--- src/rtl/regfile_pkg.sv ---
// ---------------------------------------------------------------------------
// regfile_pkg
// Shared definitions for the register-file write-back arbiter slice:
// register-file geometry, arbiter state encoding, requester index names
// and the round-robin pointer wrap helper.
// ---------------------------------------------------------------------------
package regfile_pkg;

    localparam int REG_ADDR_W = 5;
    localparam int REG_DATA_W = 32;
    localparam logic [REG_ADDR_W-1:0] REG_ZERO = 5'd0;

    // Width of requester indices, pointer and owner (covers NUM_REQ up to 8).
    localparam int IDX_W = 3;

    localparam int REQ_ALU  = 0;
    localparam int REQ_LOAD = 1;
    localparam int REQ_MDU  = 2;

    typedef enum logic {
        ARB  = 1'b0,
        LOCK = 1'b1
    } arb_state_e;

    // Next requester after idx, wrapping at n so that pointer values >= n
    // never occur even when n is not a power of two.
    function automatic logic [IDX_W-1:0] wrap_inc(input logic [IDX_W-1:0] idx,
                                                  input int n);
        if (int'(idx) >= n - 1) begin
            return '0;
        end
        return idx + IDX_W'(1);
    endfunction

endpackage

--- src/rtl/regfile_wb_arbiter_if.sv ---
// ---------------------------------------------------------------------------
// regfile_wb_arbiter_if
// Write-back request bus between NUM_REQ requesters and the arbiter.
//   req_valid [NUM_REQ]        per-requester request valid
//   req_addr  [5*NUM_REQ]      destination register, slice i = [5i+4:5i]
//   req_data  [32*NUM_REQ]     write data, slice i = [32i+31:32i]
//   req_last  [NUM_REQ]        1 = final/only beat, 0 = more beats under lock
//   req_ready [NUM_REQ]        one-hot grant from the arbiter
// master = requester side, slave = arbiter side.
// ---------------------------------------------------------------------------
interface regfile_wb_arbiter_if
    import regfile_pkg::*;
#(
    parameter int NUM_REQ = 3
);

    logic [NUM_REQ-1:0]            req_valid;
    logic [REG_ADDR_W*NUM_REQ-1:0] req_addr;
    logic [REG_DATA_W*NUM_REQ-1:0] req_data;
    logic [NUM_REQ-1:0]            req_last;
    logic [NUM_REQ-1:0]            req_ready;

    modport master (
        output req_valid, req_addr, req_data, req_last,
        input  req_ready
    );

    modport slave (
        input  req_valid, req_addr, req_data, req_last,
        output req_ready
    );

endinterface

--- src/rtl/rr_pick.sv ---
// ---------------------------------------------------------------------------
// rr_pick
// Combinational round-robin picker. Searches valid starting at ptr and
// wrapping at NUM_REQ; returns the first hit as a one-hot grant plus its
// encoded index.
//   valid [NUM_REQ]  request vector
//   ptr   [3]        search start (always < NUM_REQ)
//   grant [NUM_REQ]  one-hot winner, zero when nothing is valid
//   idx   [3]        encoded winner, zero when nothing is valid
// ---------------------------------------------------------------------------
module rr_pick
    import regfile_pkg::*;
#(
    parameter int NUM_REQ = 3
) (
    input  logic [NUM_REQ-1:0] valid,
    input  logic [IDX_W-1:0]   ptr,
    output logic [NUM_REQ-1:0] grant,
    output logic [IDX_W-1:0]   idx
);

    logic found;
    int   cand;

    // NOTE: every variable written here gets a default first, so no path
    // through the loops can leave a value held and infer a latch.
    always_comb begin
        grant = '0;
        idx   = '0;
        found = 1'b0;
        cand  = 0;
        for (int off = 0; off < NUM_REQ; off++) begin
            cand = int'(ptr) + off;
            if (cand >= NUM_REQ) begin
                cand = cand - NUM_REQ;
            end
            // Constant-index scan keeps every bit select statically sized.
            for (int i = 0; i < NUM_REQ; i++) begin
                if (!found && valid[i] && (i == cand)) begin
                    found    = 1'b1;
                    grant[i] = 1'b1;
                    idx      = IDX_W'(i);
                end
            end
        end
    end

endmodule

--- src/rtl/regfile_wb_arbiter.sv ---
// ---------------------------------------------------------------------------
// regfile_wb_arbiter
// Shares the single register-file write port between NUM_REQ write-back
// sources with round-robin arbitration and an atomic multi-beat lock.
//   clk        system clock, rising-edge state updates
//   rst        synchronous active-low reset
//   bus        request bus (slave modport): valid/addr/data/last in, ready out
//   we         registered write enable (never set for register $0)
//   waddr      registered write address
//   wdata      registered write data
//   owner      index of the last granted requester
//   locked     1 while a burst holds the lock
//   burst_err  one-cycle pulse when a burst is force-released at MAX_BURST
// The register file captures we/waddr/wdata on the falling edge that
// follows the rising edge that registered them.
// ---------------------------------------------------------------------------
module regfile_wb_arbiter
    import regfile_pkg::*;
#(
    parameter int NUM_REQ   = 3,
    parameter int MAX_BURST = 4
) (
    input  logic                  clk,
    input  logic                  rst,
    regfile_wb_arbiter_if.slave   bus,
    output logic                  we,
    output logic [REG_ADDR_W-1:0] waddr,
    output logic [REG_DATA_W-1:0] wdata,
    output logic [IDX_W-1:0]      owner,
    output logic                  locked,
    output logic                  burst_err
);

    localparam int CNT_W = $clog2(MAX_BURST + 1);

    arb_state_e state_q, state_d;
    logic [IDX_W-1:0] ptr_q, ptr_d;
    logic [CNT_W-1:0] cnt_q, cnt_d, cnt_inc;

    logic                  we_d, err_d;
    logic [REG_ADDR_W-1:0] waddr_d;
    logic [REG_DATA_W-1:0] wdata_d;
    logic [IDX_W-1:0]      owner_d;

    logic [NUM_REQ-1:0]    pick_grant;
    logic [IDX_W-1:0]      pick_idx;
    logic [NUM_REQ-1:0]    ready;
    logic                  fire;
    logic [IDX_W-1:0]      g;
    logic [REG_ADDR_W-1:0] sel_addr;
    logic [REG_DATA_W-1:0] sel_data;
    logic                  sel_last;

    rr_pick #(.NUM_REQ(NUM_REQ)) u_pick (
        .valid (bus.req_valid),
        .ptr   (ptr_q),
        .grant (pick_grant),
        .idx   (pick_idx)
    );

    // Grant. During LOCK only the lock holder (which is always the last
    // granted requester, i.e. owner) may transfer.
    always_comb begin
        ready = '0;
        if (rst) begin
            if (state_q == ARB) begin
                ready = pick_grant;
            end else begin
                for (int i = 0; i < NUM_REQ; i++) begin
                    ready[i] = bus.req_valid[i] && (owner == IDX_W'(i));
                end
            end
        end
    end

    assign bus.req_ready = ready;
    assign fire          = |(ready & bus.req_valid);
    assign g             = (state_q == ARB) ? pick_idx : owner;
    assign cnt_inc       = cnt_q + CNT_W'(1);

    // Payload of the granted requester.
    always_comb begin
        sel_addr = '0;
        sel_data = '0;
        sel_last = 1'b0;
        for (int i = 0; i < NUM_REQ; i++) begin
            if (g == IDX_W'(i)) begin
                sel_addr = bus.req_addr[i*REG_ADDR_W +: REG_ADDR_W];
                sel_data = bus.req_data[i*REG_DATA_W +: REG_DATA_W];
                sel_last = bus.req_last[i];
            end
        end
    end

    // Next state and next outputs.
    always_comb begin
        state_d = state_q;
        ptr_d   = ptr_q;
        cnt_d   = cnt_q;
        we_d    = 1'b0;
        waddr_d = waddr;
        wdata_d = wdata;
        owner_d = owner;
        err_d   = 1'b0;

        if (fire) begin
            // $0 beats are consumed like any other but never written.
            we_d    = (sel_addr != REG_ZERO);
            waddr_d = sel_addr;
            wdata_d = sel_data;
            owner_d = g;

            if (state_q == ARB) begin
                if (sel_last) begin
                    ptr_d = wrap_inc(g, NUM_REQ);
                end else if (MAX_BURST <= 1) begin
                    ptr_d = wrap_inc(g, NUM_REQ);
                    err_d = 1'b1;
                end else begin
                    state_d = LOCK;
                    cnt_d   = CNT_W'(1);
                end
            end else begin
                if (sel_last || (cnt_inc == CNT_W'(MAX_BURST))) begin
                    state_d = ARB;
                    ptr_d   = wrap_inc(owner, NUM_REQ);
                    cnt_d   = '0;
                    err_d   = !sel_last;
                end else begin
                    cnt_d = cnt_inc;
                end
            end
        end
    end

    // NOTE: sequential state uses non-blocking assignments so every register
    // samples the pre-edge values regardless of statement order.
    always_ff @(posedge clk) begin
        if (!rst) begin
            state_q   <= ARB;
            ptr_q     <= IDX_W'(REQ_ALU);
            cnt_q     <= '0;
            we        <= 1'b0;
            waddr     <= '0;
            wdata     <= '0;
            owner     <= '0;
            locked    <= 1'b0;
            burst_err <= 1'b0;
        end else begin
            state_q   <= state_d;
            ptr_q     <= ptr_d;
            cnt_q     <= cnt_d;
            we        <= we_d;
            waddr     <= waddr_d;
            wdata     <= wdata_d;
            owner     <= owner_d;
            locked    <= (state_d == LOCK);
            burst_err <= err_d;
        end
    end

endmodule

--- src/flat_wrapper.sv ---
// flat-port wrapper written by rule: the top's interface ports become plain ports
module regfile_wb_arbiter_flat import regfile_pkg::*;
#(
    parameter int NUM_REQ   = 3,
    parameter int MAX_BURST = 4
)
  (clk, rst, we, waddr, wdata, owner, locked, burst_err, bus_req_valid, bus_req_addr, bus_req_data, bus_req_last, bus_req_ready);
  regfile_wb_arbiter_if #(.NUM_REQ(NUM_REQ)) bus_i ();
  input  logic clk;
  input  logic rst;
  output logic we;
  output logic [REG_ADDR_W-1:0] waddr;
  output logic [REG_DATA_W-1:0] wdata;
  output logic [IDX_W-1:0] owner;
  output logic locked;
  output logic burst_err;
  input wire logic [$bits(bus_i.req_valid)-1:0] bus_req_valid;
  input wire logic [$bits(bus_i.req_addr)-1:0] bus_req_addr;
  input wire logic [$bits(bus_i.req_data)-1:0] bus_req_data;
  input wire logic [$bits(bus_i.req_last)-1:0] bus_req_last;
  output wire logic [$bits(bus_i.req_ready)-1:0] bus_req_ready;
  assign bus_i.req_valid = bus_req_valid;
  assign bus_i.req_addr = bus_req_addr;
  assign bus_i.req_data = bus_req_data;
  assign bus_i.req_last = bus_req_last;
  assign bus_req_ready = bus_i.req_ready;
  regfile_wb_arbiter #(.NUM_REQ(NUM_REQ), .MAX_BURST(MAX_BURST)) u_core (.clk(clk), .rst(rst), .bus(bus_i), .we(we), .waddr(waddr), .wdata(wdata), .owner(owner), .locked(locked), .burst_err(burst_err));
endmodule
--- config.mk ---
export PLATFORM = sky130hd
export DESIGN_NAME = regfile_wb_arbiter_flat
export DESIGN_NICKNAME = d
export VERILOG_FILES = /design/src/rtl/regfile_pkg.sv /design/src/rtl/regfile_wb_arbiter_if.sv /design/src/rtl/rr_pick.sv /design/src/rtl/regfile_wb_arbiter.sv /design/src/flat_wrapper.sv
export SDC_FILE = /design/constraint.sdc
export NUM_CORES = 1
export LEC_CHECK = 0
export ABC_AREA = 1
export CAP_MARGIN = 25
export CORE_UTILIZATION = 45
export DETAILED_ROUTE_END_ITERATION = 16
export PLACE_DENSITY_LB_ADDON = 0.3
export SLEW_MARGIN = 40
export SYNTH_ARGS = -nofsm -noshare
export SYNTH_HDL_FRONTEND = slang
export SYNTH_HIERARCHICAL = 1
export SYNTH_SLANG_ARGS = --single-unit
--- constraint.sdc ---
create_clock -name clk -period 6.99 [get_ports clk]
set_input_delay 1.0485 -clock clk [delete_from_list [all_inputs] [get_ports clk]]
set_output_delay 1.0485 -clock clk [all_outputs]
set_load 0.05 [all_outputs]
# Word-level counts from Yosys, hierarchy flattened
# Cells that the tools add are included.
# word_totals
regBits	49
input_bits	119
output_inout_bits	46
elab_cells	137
# op_classes
addsub	8
n_lt_le_gt_ge	5
n_eq_ne	13
n_mux	60
bitwise	1
n_reduce_logical	42
# ops
cell	count
32-bit two-way mux	6
2-bit by 32-bit equality test with 1-bit output, first input constant	3
3-bit by 32-bit equality test with 1-bit output, first input constant	3
32-bit zero test	3
3-bit two-way mux	20
1-bit two-way mux	31
1-bit logical AND	20
5-bit two-way mux	3
4-bit by 2-bit subtractor with 5-bit output, second input constant	2
3-bit by 1-bit adder with 3-bit output, second input constant	3
3-bit by 2-bit >= comparator with 1-bit output, second input constant	3
1-bit zero test	9
4-bit by 2-bit >= comparator with 1-bit output, second input constant	2
3-bit by 1-bit equality test with 1-bit output, second input constant	2
3-bit by 2-bit equality test with 1-bit output, second input constant	2
3-bit zero test	2
5-bit nonzero test	1
3-bit by 1-bit adder with 4-bit output, second input constant	1
3-bit by 2-bit adder with 4-bit output, second input constant	1
2-bit AND reduction	2
4-bit AND reduction	1
3-bit by 2-bit subtractor with 4-bit output, second input constant	1
3-bit AND	1
3-bit equality test, second input constant	1
other kinds (6)	6

# Logic depth before layout (Yosys ltp)
# logic_depth
word_depth	49
depth_mapped	26
depth_no_buf	26

# Modules after synthesis
# The synthesis kept the hierarchy.
# modules_own_cells
mod	n_inst	cells_each	area_per_inst_um2	seq_area_each_um2
regfile_wb_arbiter	1	437	3009.1	980.9
rr_pick	1	101	559.3	0.0

# Least setup slack after synthesis
# No wires, ideal clock.
# synth_path
path_type	input to output
start	input port bus_req_valid[2]
end	output port bus_req_ready[2]
arrival_ps	2341
required_time_ps	5941
path_slack_ps	3601
cell_stages	12
path_buffers	0
path_cell_list	inv_1 -> nor2_1 -> nand2_1 -> nor2_1 -> nor2_2 -> nand3_2 -> nor2_2 -> nand3_1 -> nand2_1 -> nor2_1 -> nor2_1 -> and2_1
# synth_via
elab_chain_len	29
word_cells_on_any_way	32
cone_classes	mux: 11; reduce/logical: 21
# synth_lines
element	line	text
from (decl)	flat_wrapper.sv:17	input wire logic [$bits(bus_i.req_valid)-1:0] bus_req_valid;
1-bit logical AND (2 in a row)	rr_pick.sv:39	if (!found && valid[i] && (i == cand)) begin
1-bit two-way mux	rr_pick.sv:39	
1-bit zero test	rr_pick.sv:39	
1-bit logical AND (2 in a row)	rr_pick.sv:39	
1-bit two-way mux	rr_pick.sv:39	
1-bit zero test	rr_pick.sv:39	
1-bit logical AND (2 in a row)	rr_pick.sv:39	
1-bit two-way mux	rr_pick.sv:39	
[9 not listed]	--	
1-bit logical AND (2 in a row)	rr_pick.sv:39	
1-bit two-way mux	rr_pick.sv:39	
1-bit zero test	rr_pick.sv:39	
1-bit logical AND (2 in a row)	rr_pick.sv:39	
1-bit two-way mux *	rr_pick.sv:39	
via u_core.pick_grant[2]	regfile_wb_arbiter.sv:45	logic [NUM_REQ-1:0] pick_grant;
3-bit two-way mux *	regfile_wb_arbiter.sv:66	if (state_q == ARB) begin
3-bit two-way mux *	regfile_wb_arbiter.sv:65	if (rst) begin
to (decl)	flat_wrapper.sv:21	output wire logic [$bits(bus_i.req_ready)-1:0] bus_req_ready;
# Mark *: on every way through the listed nets, which the timed path passes. The rest lies on a longest branch.

# Final worst setup path
# layout_path
start	register u_core.ptr_q[0]
end	output port bus_req_ready[1]
# layout_via
elab_chain_len	35
word_cells_on_any_way	53
cone_classes	add/sub: 5; order compare: 3; eq/ne: 5; mux: 15; reduce/logical: 25
# layout_lines
element	line	text
from (decl)	regfile_wb_arbiter.sv:37	logic [IDX_W-1:0] ptr_q, ptr_d;
from (signal assigned)	regfile_wb_arbiter.sv:141	ptr_q <= IDX_W'(REQ_ALU);
from (signal assigned)	regfile_wb_arbiter.sv:151	ptr_q <= ptr_d;
3-bit by 2-bit subtractor with 4-bit output or 3-bit by 2-bit >= comparator with 1-bit output (tied branches)	rr_pick.sv:35, rr_pick.sv:34	
32-bit two-way mux	rr_pick.sv:34	if (cand >= NUM_REQ) begin
32-bit zero test	rr_pick.sv:39	
1-bit logical AND	rr_pick.sv:39	
1-bit two-way mux	rr_pick.sv:39	
1-bit zero test	rr_pick.sv:39	
1-bit logical AND (2 in a row)	rr_pick.sv:39	
1-bit two-way mux	rr_pick.sv:39	
[17 not listed]	--	
1-bit logical AND (2 in a row)	rr_pick.sv:39	
1-bit two-way mux	rr_pick.sv:39	
1-bit zero test	rr_pick.sv:39	
1-bit logical AND (2 in a row)	rr_pick.sv:39	
1-bit two-way mux *	rr_pick.sv:39	
via u_core.pick_grant[1]	regfile_wb_arbiter.sv:45	
3-bit two-way mux *	regfile_wb_arbiter.sv:66	
3-bit two-way mux *	regfile_wb_arbiter.sv:65	
# Marks and branches as above.

==> flow_metrics.py <==
metrics = {
    "yosys": {
        "ys_ff_latch": 49,
        "synth_top_family_by_area": "simple AND/OR/NAND/NOR gates",
        "ys_seq_area_share_pct": 27.49,
        "synthXorXnorAreaFrac_pct": 0.4909,
        "synth_cell_types": 40,
        "ys_async_sr_fraction_pct": 0,
        "synth_adder_area_share_pct": 6.311,
        "synth.avg_cell_area_um2": 6.633,
        "synth-simple-area-share_pct": 40.88,
        "syn_area_um2": 3568,
        "syn-num-nets": 675,
        "synthMuxAreaShare_pct": 0,
        "synth-edff-count": 0,
        "synth_warnings": 6,
        "synth_compound_area_share_pct": 13.99,
        "yosys_most_used_dff": "dfxtp_1",
        "syn_inst": 538,
    },
    "clock_tree": {
        "clkSlewWorstSetupHoldPaths_ps": 80,
        "cts_resized": 0,
        "cts_buffer_depth": 2,
        "cts_made_buffers": 5,
        "cts_setup_buffers": 0,
        "cts.sinks": 49,
        "clockRootBuffer": "clkbuf_8",
        "htreeDepth": 2,
        "cts_tree": "done",
        "clock_latency_ps": 290,
        "cts_hold_buf": 0,
    },
    "layout": {
        "fin_util_pct": 67.84,
        "finish.instance_area_um2": 5215,
        "num_antenna_cells": 0,
        "final_nets": 812,
        "drive_above_1_share_pct": 5.185,
        "area_delta_synth_final_pct": 46.14,
        "fin_cells": 777,
    },
    "placement": {
        "place_area_um2": 5129,
        "dpl.hpwl_um": 8264,
        "numPortBuffers": 164,
        "gp_congestion": 0.9225,
        "place_inst": 770,
    },
    "worst_setup_path": {
        "path_class": "flop to primary output",
        "rr_worst_depth": 24,
        "cp-start-kind": "flop",
        "crit_path_end_kind": "primary output",
        "cp.arrival_ps": 3710,
        "worstPathMaxFanout": 13,
        "required_ps": 5940,
    },
    "power": {
        "power_leakage_nw": 2.176,
        "power_density_nw_per_um2": 426.8,
        "ir_worst_vdd_mv": 0.2573,
    },
    "global_routing": {
        "antenna_found_initial": 0,
        "grt_use_met1_pct": 28.44,
        "grtUsageTotal_pct": 25.34,
        "grt_use_met3_pct": 6.784,
        "use_met2_pct": 47.41,
        "gr-total-overflow": 0,
        "busiest_layer": "met2",
        "grt_pass1_wl_um": 17240,
        "grt_pass1_vias": 3784,
        "grt_max_degree": 76,
    },
    "hold_path": {
        "hold_class": "flop to flop",
        "whs_path_depth": 2,
    },
    "timing": {
        "slew_viol_final": 0,
        "rsz0062_at_grt": "false",
        "fin_crit_ps": 4756,
        "skew_ps": 5.561,
        "tightest_slew_ps": 755.9,
        "setup_viol": 0,
        "fin_crit_sh_pct": 68.04,
        "max_freq_mhz": 210.3,
        "finalHoldViolations": 0,
        "max_slew_margin_pct": 49.54,
        "tns_ps": 0,
    },
    "die": {
        "rows": 32,
        "die_area_um2": 8290,
        "ioPinCount": 165,
        "fp.dieW_um": 91.05,
        "die_y_um": 91.05,
        "start_util_pct": 46.42,
        "design.core.area_um2": 7687,
    },
    "routing": {
        "vias_per_cell": 5.207,
        "drc": 0,
        "route.vias.total": 4046,
        "drt_first_pass_iters": 5,
        "wl_um": 10680,
        "postRouteAntennaNets": 0,
        "wl_per_cell_um": 13.74,
        "drt-initial-drc-count": 158,
    },
    "job": {
        "maxCapViolCount": 0,
    },
    "run_status": {
        "status": "finished, final reports clean",
    },
}
## critical path, stage by stage, from the launching register on
cell,delay (ps)
dfxtp_1,690
ha_1,270
inv_1,50
ha_1,270
inv_1,110
nand3_1,80
nand2_1,70
nand2_1,90
nor2_1,90
nand3_1,130
nand3b_1,190
o21ai_0,90
inv_1,70
nand2_1,70
nor2_1,40
nor2_1,160
and2_1,150
clkdlybuf4s50_1,800
## area by class of cell
type                            count  area, um^2
Tap cell                          102       127.6
Clock buffer                        7       86.33
Multi-Input combinational cell    415        2210
Fill cell                         688        2472
Inverter                           39       161.4
Sequential cell                    49       980.9
Timing Repair Buffer              165        1649
## cells in the final DEF, fill, tap and decap left out, types with 4 or more instances in the layout
| cell | count |
|---|---|
| clkdlybuf4s50_1 | 164 |
| a21oi_1 | 21 |
| nor3_1 | 4 |
| or2_0 | 4 |
| nand3_1 | 127 |
| nand2_1 | 97 |
| nand2_2 | 4 |
| inv_1 | 32 |
| o21ai_1 | 32 |
| nor2_1 | 30 |
| ha_1 | 18 |
| o21ai_0 | 40 |
| dfxtp_1 | 49 |
| clkbuf_8 | 6 |
| nand4_1 | 8 |
## metal layers
layer  up-vias  share of wire [%]
li1       2086                  -
met1      1824                 40
met2       124                 52
met3        12                6.7
met4         0                1.5
met5         -                  0
## cell usage after synthesis, types with 2 or more instances
master | count | area share, %
nand3_1 | 127 | 18
nand2_1 | 97 | 10
dfxtp_1 | 49 | 27
o21ai_0 | 40 | 5.6
inv_1 | 32 | 3.4
o21ai_1 | 32 | 4.5
nor2_1 | 30 | 3.2
a21oi_1 | 21 | 2.9
buf_2 | 18 | 2.5
ha_1 | 18 | 6.3
nand4_1 | 8 | 1.4
buf_6 | 5 | 1.6
clkbuf_1 | 5 | 0.53
nand2_2 | 5 | 0.88
buf_4 | 4 | 0.84
inv_2 | 4 | 0.42
nor3_1 | 4 | 0.56
or2_0 | 4 | 0.70
and2_1 | 3 | 0.53
nor3b_1 | 3 | 0.63
inv_4 | 2 | 0.35
nand2_8 | 2 | 1.1
nand3_2 | 2 | 0.56
nand3b_1 | 2 | 0.42
nor2_2 | 2 | 0.35
nor2_8 | 2 | 1.1
o21ai_2 | 2 | 0.49
or2_2 | 2 | 0.35
xor2_1 | 2 | 0.49
## cell families after synthesis
family | Yosys count
AO/OA/AOI/OAI | 97
XOR/XNOR | 2
adder cells (fa/ha/maj) | 18
buffers and inverters | 74
flip-flops | 49
other | 1
AND/OR/NAND/NOR | 297
## power breakdown
| group | switching (mW) | internal [mW] | total (mW) |
|---|---|---|---|
| combinational | 1.09 | 0.537 | 1.63 |
| sequential | 0.0655 | 0.367 | 0.432 |
| clock | 0.0865 | 0.0787 | 0.165 |
## stage by stage
step	power, mW	worst slack, ps	hold WS (ps)
6_report	2.226	2234	474.3
5_1_grt	2.423	1877	496.1
4_1_cts	2.227	2234	478.8
3_5_place_dp	2.057	2387	466.6
3_3_place_gp	2.016	2418	456.6
2_1_floorplan	1.679	3601	452.5
## worst paths after layout
kind,from,end,slack (ps)
max,u_core/ptr_q[0],bus_req_ready[1],2230
max reg2reg,u_core/ptr_q[0],u_core/we,2660
min,u_core/wdata[18],u_core/wdata[18],470
min reg2reg,u_core/wdata[18],u_core/wdata[18],470
## state kept, by name (all words and copies together) (netlist names)
signal / cells
u_core/wdata: 32
u_core/waddr: 5
u_core/cnt_q: 3
u_core/owner: 3
u_core/ptr_q: 3
u_core/burst_err: 1
u_core/state_q: 1
u_core/we: 1
No activity file was read; power rests on OpenSTA's default activity.
